**src/rtl/i2c_pkg.sv**
```systemverilog
// Shared types and quarter-level tables for the I2C byte engine.
package i2c_pkg;

    typedef enum logic [1:0] {
        CMD_START = 2'd0,
        CMD_STOP  = 2'd1,
        CMD_WRITE = 2'd2,
        CMD_READ  = 2'd3
    } i2c_cmd_t;

    typedef enum logic [2:0] {
        ST_IDLE,
        ST_START,
        ST_STOP,
        ST_WRITE,
        ST_READ
    } i2c_eng_state_t;

    // Bit n holds the level for quarter qn.
    localparam logic [3:0] START_SCL = 4'b0111;
    localparam logic [3:0] START_SDA = 4'b0011;
    localparam logic [3:0] STOP_SCL  = 4'b1110;
    localparam logic [3:0] STOP_SDA  = 4'b1100;

    function automatic i2c_eng_state_t cmd2state(input i2c_cmd_t c);
        case (c)
            CMD_START: return ST_START;
            CMD_STOP:  return ST_STOP;
            CMD_WRITE: return ST_WRITE;
            default:   return ST_READ;
        endcase
    endfunction

endpackage

```
**src/rtl/i2c_byte_engine_if.sv**
```systemverilog
// Command/response port between the register block (master) and the byte engine (slave).
interface i2c_byte_engine_if;
    import i2c_pkg::*;

    logic       cmd_valid;
    logic       cmd_ready;
    i2c_cmd_t   cmd;
    logic [7:0] cmd_data;
    logic       cmd_ack_out;
    logic       rsp_valid;
    logic [7:0] rsp_data;
    logic       rsp_nack;
    logic       busy;

    modport master (
        output cmd_valid, cmd, cmd_data, cmd_ack_out,
        input  cmd_ready, rsp_valid, rsp_data, rsp_nack, busy
    );

    modport slave (
        input  cmd_valid, cmd, cmd_data, cmd_ack_out,
        output cmd_ready, rsp_valid, rsp_data, rsp_nack, busy
    );

endinterface

```
**src/rtl/i2c_byte_engine_quarter_tick.sv**
```systemverilog
// SCL quarter-period prescaler: one-cycle tick on the last cycle of every quarter.
module i2c_quarter_tick #(
    parameter int unsigned DIV = 250
) (
    input  logic clk,
    input  logic rst,
    input  logic restart_i,
    input  logic run_i,
    input  logic hold_i,
    output logic tick_o
);
    localparam logic [15:0] LAST = 16'(DIV - 1);

    logic [15:0] cnt_q, cnt_d;

    assign tick_o = run_i && !hold_i && (cnt_q == LAST);

    always_comb begin
        cnt_d = cnt_q;
        if (restart_i)
            cnt_d = '0;
        else if (run_i && !hold_i)
            cnt_d = (cnt_q == LAST) ? 16'd0 : cnt_q + 16'd1;
    end

    always_ff @(posedge clk) begin
        if (rst) cnt_q <= '0;
        else     cnt_q <= cnt_d;
    end

endmodule

```
**src/rtl/i2c_byte_engine.sv**
```systemverilog
// I2C master byte engine: START/STOP/WRITE/READ commands, open-drain SDA, quarter-based SCL.
// Optional slave clock stretching is enabled with `define I2C_CLK_STRETCH_EN.
module i2c_byte_engine
    import i2c_pkg::*;
#(
    parameter int unsigned DIV = 250
) (
    input  logic                    clk,
    input  logic                    rst,
    i2c_byte_engine_if.slave        bus,
    input  logic                    sda_i,
    input  logic                    scl_i,
    output logic                    sda_o,
    output logic                    sda_o_en,
    output logic                    scl_o
);
    i2c_eng_state_t state_q, state_d;
    logic [1:0] qtr_q, qtr_d;
    logic [3:0] bit_q, bit_d;
    logic [7:0] tx_q, tx_d;
    logic       ack_q, ack_d;
    logic       scl_q, scl_d, sda_q, sda_d;
    logic       rsp_valid_q, rsp_valid_d;
    logic [7:0] rsp_data_q, rsp_data_d;
    logic       rsp_nack_q, rsp_nack_d;
    logic       accept, tick, hold, is_data, last;

    assign accept = bus.cmd_valid && (state_q == ST_IDLE);

`ifdef I2C_CLK_STRETCH_EN
    assign hold = scl_q && !scl_i;
`else
    // Stretching disabled: scl_i has no effect on timing.
    assign hold = 1'b0 & scl_i;
`endif

    i2c_quarter_tick #(.DIV(DIV)) u_tick (
        .clk      (clk),
        .rst      (rst),
        .restart_i(accept),
        .run_i    (state_q != ST_IDLE),
        .hold_i   (hold),
        .tick_o   (tick)
    );

    assign is_data = (state_q == ST_WRITE) || (state_q == ST_READ);
    assign last    = (qtr_q == 2'd3) && (!is_data || bit_q == 4'd8);

    always_comb begin
        state_d     = state_q;
        qtr_d       = qtr_q;
        bit_d       = bit_q;
        tx_d        = tx_q;
        ack_d       = ack_q;
        scl_d       = scl_q;
        sda_d       = sda_q;
        rsp_valid_d = 1'b0;
        rsp_data_d  = rsp_data_q;
        rsp_nack_d  = rsp_nack_q;
        if (accept) begin
            state_d    = cmd2state(bus.cmd);
            qtr_d      = 2'd0;
            bit_d      = 4'd0;
            ack_d      = bus.cmd_ack_out;
            rsp_data_d = 8'd0;
            rsp_nack_d = 1'b0;
            // READ keeps tx all-ones so its data bits release SDA.
            tx_d       = (bus.cmd == CMD_WRITE) ? bus.cmd_data : 8'hFF;
            case (bus.cmd)
                CMD_START: begin scl_d = START_SCL[0]; sda_d = START_SDA[0]; end
                CMD_STOP:  begin scl_d = STOP_SCL[0];  sda_d = STOP_SDA[0];  end
                default:   begin scl_d = 1'b0;         sda_d = tx_d[7];      end
            endcase
        end else if (tick) begin
            if (is_data && qtr_q == 2'd2) begin
                if (bit_q == 4'd8) begin
                    if (state_q == ST_WRITE) rsp_nack_d = sda_i;
                end else if (state_q == ST_READ) begin
                    rsp_data_d = {rsp_data_q[6:0], sda_i};
                end
            end
            if (last) begin
                state_d     = ST_IDLE;
                rsp_valid_d = 1'b1;
            end else begin
                qtr_d = qtr_q + 2'd1;
                if (qtr_q == 2'd3) begin
                    bit_d = bit_q + 4'd1;
                    tx_d  = {tx_q[6:0], 1'b1};
                end
                case (state_q)
                    ST_START: begin scl_d = START_SCL[qtr_d]; sda_d = START_SDA[qtr_d]; end
                    ST_STOP:  begin scl_d = STOP_SCL[qtr_d];  sda_d = STOP_SDA[qtr_d];  end
                    default: begin
                        scl_d = (qtr_d == 2'd1) || (qtr_d == 2'd2);
                        sda_d = (state_q == ST_READ && bit_d == 4'd8) ? ack_q : tx_d[7];
                    end
                endcase
            end
        end
    end

    always_ff @(posedge clk) begin
        if (rst) begin
            state_q     <= ST_IDLE;
            qtr_q       <= 2'd0;
            bit_q       <= 4'd0;
            tx_q        <= 8'd0;
            ack_q       <= 1'b0;
            scl_q       <= 1'b1;
            sda_q       <= 1'b1;
            rsp_valid_q <= 1'b0;
            rsp_data_q  <= 8'd0;
            rsp_nack_q  <= 1'b0;
        end else begin
            state_q     <= state_d;
            qtr_q       <= qtr_d;
            bit_q       <= bit_d;
            tx_q        <= tx_d;
            ack_q       <= ack_d;
            scl_q       <= scl_d;
            sda_q       <= sda_d;
            rsp_valid_q <= rsp_valid_d;
            rsp_data_q  <= rsp_data_d;
            rsp_nack_q  <= rsp_nack_d;
        end
    end

    assign bus.cmd_ready = (state_q == ST_IDLE);
    assign bus.busy      = (state_q != ST_IDLE);
    assign bus.rsp_valid = rsp_valid_q;
    assign bus.rsp_data  = rsp_data_q;
    assign bus.rsp_nack  = rsp_nack_q;
    assign scl_o         = scl_q;
    assign sda_o         = sda_q;
    assign sda_o_en      = ~sda_q;

endmodule

```
**src/flat_wrapper.sv**
```systemverilog
// flat-port wrapper written by rule: the top's interface ports become plain ports
module i2c_byte_engine_flat import i2c_pkg::*;
#(
    parameter int unsigned DIV = 250
)
  (clk, rst, sda_i, scl_i, sda_o, sda_o_en, scl_o, bus_cmd_valid, bus_cmd, bus_cmd_data, bus_cmd_ack_out, bus_cmd_ready, bus_rsp_valid, bus_rsp_data, bus_rsp_nack, bus_busy);
  i2c_byte_engine_if bus_i ();
  input  logic clk;
  input  logic rst;
  input  logic sda_i;
  input  logic scl_i;
  output logic sda_o;
  output logic sda_o_en;
  output logic scl_o;
  input wire logic [$bits(bus_i.cmd_valid)-1:0] bus_cmd_valid;
  input wire logic [$bits(bus_i.cmd)-1:0] bus_cmd;
  input wire logic [$bits(bus_i.cmd_data)-1:0] bus_cmd_data;
  input wire logic [$bits(bus_i.cmd_ack_out)-1:0] bus_cmd_ack_out;
  output wire logic [$bits(bus_i.cmd_ready)-1:0] bus_cmd_ready;
  output wire logic [$bits(bus_i.rsp_valid)-1:0] bus_rsp_valid;
  output wire logic [$bits(bus_i.rsp_data)-1:0] bus_rsp_data;
  output wire logic [$bits(bus_i.rsp_nack)-1:0] bus_rsp_nack;
  output wire logic [$bits(bus_i.busy)-1:0] bus_busy;
  assign bus_i.cmd_valid = bus_cmd_valid;
  assign bus_i.cmd = bus_cmd;
  assign bus_i.cmd_data = bus_cmd_data;
  assign bus_i.cmd_ack_out = bus_cmd_ack_out;
  assign bus_cmd_ready = bus_i.cmd_ready;
  assign bus_rsp_valid = bus_i.rsp_valid;
  assign bus_rsp_data = bus_i.rsp_data;
  assign bus_rsp_nack = bus_i.rsp_nack;
  assign bus_busy = bus_i.busy;
  i2c_byte_engine #(.DIV(DIV)) u_core (.clk(clk), .rst(rst), .bus(bus_i), .sda_i(sda_i), .scl_i(scl_i), .sda_o(sda_o), .sda_o_en(sda_o_en), .scl_o(scl_o));
endmodule
```
**config.mk**
```make
export PLATFORM = sky130hd
export DESIGN_NAME = i2c_byte_engine_flat
export DESIGN_NICKNAME = d
export VERILOG_FILES = /design/src/rtl/i2c_pkg.sv /design/src/rtl/i2c_byte_engine_if.sv /design/src/rtl/i2c_byte_engine_quarter_tick.sv /design/src/rtl/i2c_byte_engine.sv /design/src/flat_wrapper.sv
export SDC_FILE = /design/constraint.sdc
export NUM_CORES = 1
export LEC_CHECK = 0
export CORE_MARGIN = 2
export CORE_UTILIZATION = 40
export CTS_BUF_LIST = sky130_fd_sc_hd__clkbuf_4 sky130_fd_sc_hd__clkbuf_8
export DETAILED_ROUTE_END_ITERATION = 10
export HOLD_SLACK_MARGIN = 0.15
export PLACE_DENSITY = 0.71
export SYNTH_ARGS = -nofsm -noshare
export SYNTH_HDL_FRONTEND = slang
export SYNTH_HIERARCHICAL = 1
export SYNTH_SLANG_ARGS = --single-unit
```
**constraint.sdc**
```tcl
create_clock -name clk -period 3.2 [get_ports clk]
set_input_delay 0.32 -clock clk [delete_from_list [all_inputs] [get_ports clk]]
set_output_delay 0.32 -clock clk [all_outputs]
set_load 0.005 [all_outputs]
```
==> parameters.txt <==
Parameter                              Value

STA
  Total Neg Setup Slack ... 0 ps
  Worst Skew ... 9.34 ps
  Relative slew slack ... 56.5%
  Final max-slew violation count ... 0
  Crit path time final ... 2650 ps
  Final worst path period share ... 82.8%
  Peak clock frequency supported by timing ... 378 MHz
  RSZ-0062 raised after global routing ... false
  Worst-margin pin slew ... 652 ps
  Total of endpoints with negative setup slack in the final report ... 0
  Count of endpoints failing hold in the final timing report ... 0

Drt
  Pre-antenna DRT Iters ... 4
  Post-route antenna net violation count ... 0
  Vias per std cell ... 5.13
  Residual DRC ... 0
  DR iter-0 viols ... 93
  Via count ... 1958
  Average routed wire per standard cell ... 12.2 um
  Drt total wl ... 4.68 mm

Die
  Core box area ... 0.00585 sq mm
  Y dimension of the die ... 81.5 um
  Die outline area ... 0.00664 sq mm
  Number of rows in the core area ... 28
  Number of placed I/O pins ... 31
  Floorplan die width ... 81.5 um
  Starting Density ... 41.1%

GRT
  Total grt overflow ... 0
  Wire length of the first global-routing pass ... 8.25 mm
  Largest net degree at the start of global routing ... 17
  Overall track demand over capacity in global routing ... 15.6%
  Antenna violations before repair ... 0
  Number of global-route vias before repair ... 1868

Power
  Pleak ... 0.982 nW
  Power density over the cells ... 419 mW/mm^2
  Maximum vdd drop ... 0.000198 V
  Total Power ... 1.19 mW

Synth
  Yosys synthesis warning count ... 6
  Portion of the post-synthesis area used by sequential elements ... 38.3%
  Synth Register Bits ... 46
  Cell type with the highest aggregate area in the netlist ... dfxtp_1
  Async set-reset flop share out of synthesis ... 0%
  Avg Inst Size Synth ... 8.68 sq um
  Cell area after synthesis ... 0.00240 sq mm
  Number of flops mapped to enable cells by yosys ... 0
  Share of Yosys cell area claimed by the top area cell type ... 38.3%
  Leading cell types by total area after synthesis ... dfxtp_1 38%, nor2_1 7.7%, ha_1 5.2%, mux2i_1 5.0%, xnor2_1 4.0%
  Distinct cell type count of the synthesized netlist ... 53
  Gate Count Post-Synth ... 277
  Prevailing post-synth register cell ... dfxtp_1

Clock tree
  Setup Fix Bufs, Post-CTS ... 0
  Number of clock sinks seen by CTS ... 46
  # resized after CTS ... 0
  CTS tree ... yes
  TritonCTS buffer count ... 5
  Root buf cell ... clkbuf_8
  CTS HTree Levels ... 2
  Hold bufs inserted after CTS ... 0
  CTS clock-pin slew for the worst setup and hold paths ... 90 ps
  Longest Clk Path Bufs ... 2
  Clock Latency Late Sink ... 300 ps

Worst setup path
  Worst path cell trace ... nor3_1, inv_1, nand2b_2, or3_1, nor3_1, buf_4, nand2_1, nor3_4, mux2i_1, nor2_1
  Kind of cell adding the most delay to the critical path ... simple AND/OR/NAND/NOR gates
  CP most frequent cell ... nor3_1
  Maximum fanout count along the critical path ... 11
  Classification of the worst setup path ... reg2reg
  Crit path buffers/inverters ... 2
  Required time of the critical path ... 3370 ps
  Crit start category ... flop
  Cell with the largest stage delay on the worst path ... dfxtp_1
  Critical Path Sink Type ... flop
  Arrival time at the worst endpoint ... 2820 ps
  Delay of the slowest cell on the worst path ... 520 ps

Final layout
  Nets ... 332
  Final std cells w/o fill ... 382
  Layout cell share with drive strength beyond 1 ... 6.84%
  Number of antenna repair diodes ... 0
  Post-route cell area ... 0.00284 sq mm
  Signed area change from the synthesized netlist to the final layout ... 18.3%

Placed design
  DP HPWL ... 3.31 mm
  Cell Count Post-Placement ... 374
  Routability-driven placement congestion ratio ... 0.819
  Dpl cell area ... 0.00273 sq mm
  Number of buffers inserted by port buffering ... 29

Run
  Max_cap viols ... 0

Outcome
  Status ... completed

Hold path
  Kind of path behind the tightest hold check ... reg2reg
-- cells by family after synthesis --
group                    after synthesis  synth area share, %
AO/OA/AOI/OAI                         31                 9.68
AND/OR/NAND/NOR                      132                 28.6
other                                  1                0.156
multiplexers                          12                 5.00
buffers and inverters                 25                 5.73
XOR/XNOR                              20                 7.29
flip-flops                            46                 38.3
adder cells (fa/ha/maj)               10                 5.21
-- worst min-delay path, stage by stage (launching register included) --
cell and delay, ps:
dfxtp_1 320, nand2_1 60, a21oi_1 60
-- stage by stage --
step	util, %	hold slack [ps]	setup slack (ps)
finish	48.6	485	552
CTS	48.6	480	579
global route	48.6	501	238
global placement	46.6	441	643
detailed placement	46.6	461	610
floorplan	-	394	789
-- flip-flops by register name, summed over array words and instances (netlist names) --
name / cells
u_core/u_tick/cnt_q: 16
u_core/bus.rsp_data: 8
u_core/tx_q: 8
u_core/bit_q: 4
u_core/state_q: 3
u_core/qtr_q: 2
u_core/ack_q: 1
u_core/bus.rsp_nack: 1
u_core/bus.rsp_valid: 1
u_core/scl_o: 1
u_core/sda_o: 1
-- per-layer routing --
| metal | global-route usage [%] | part of all wire [%] |
|---|---|---|
| met1 | 20.1 | 49 |
| met2 | 26.2 | 46 |
| met3 | 3.96 | 3.9 |
| met4 | 3.73 | 0.94 |
| met5 | 0 | 0 |
-- placed cells by master, fill, tap and decap left out, drive strengths merged, types with 4 or more instances in the layout --
| master | synthesis | routed |
|---|---|---|
| mux2i | 12 | 12 |
| ha | 10 | 10 |
| nand2 | 20 | 20 |
| clkdlybuf4s50 | 0 | 29 |
| dfxtp | 46 | 46 |
| clkbuf | 2 | 6 |
| nand4 | 7 | 7 |
| nor3 | 15 | 15 |
| nand3 | 6 | 6 |
| xnor2 | 11 | 11 |
| xor2 | 9 | 9 |
| a21oi | 13 | 13 |
| nand3b | 4 | 4 |
| nor4 | 13 | 13 |
| nor2 | 49 | 49 |
| inv | 13 | 13 |
-- worst paths after layout --
check                    start                endpoint  slack [ps]  cells past startpoint
min               u_core/ack_q            u_core/ack_q         480                      2
max          u_core/state_q[1]  u_core/bus.rsp_data[4]         550                     10
min reg2reg       u_core/ack_q            u_core/ack_q         480                      2
max reg2reg  u_core/state_q[1]  u_core/bus.rsp_data[4]         550                     10
-- final cells by class --
type / count / area [sq um]
fill: 570 / 3010
timing repair buffer: 32 / 313
sequential: 46 / 921
multi-input combinational: 208 / 1350
clock buffer: 6 / 76.3
inverter: 13 / 48.8
tap: 75 / 93.8
clock inverter: 2 / 37.5
-- where the power goes --
group          total, mW  switching [mW]  internal (mW)
Combinational      0.144          0.0764         0.0676
Clock              0.437           0.195          0.242
Sequential         0.611          0.0179          0.593
Total               1.19           0.289          0.902
-- synth_stat cells, types with 2 or more instances --
library cell  number
buf_6              3
nand3b_1           4
a21oi_1           12
o31ai_1            2
mux2i_1           12
nand2_1           20
nor4_1            12
buf_4              5
a211oi_1           2
nand4_1            6
nand3_1            6
ha_1              10
a22oi_1            2
dfxtp_1           46
and3_1             2
nor2_1            49
xor2_1             9
and4_1             3
buf_2              2
xnor2_1           11
clkbuf_1           2
inv_1             13
nor3_1            14
(Power assumes the default switching activity.)
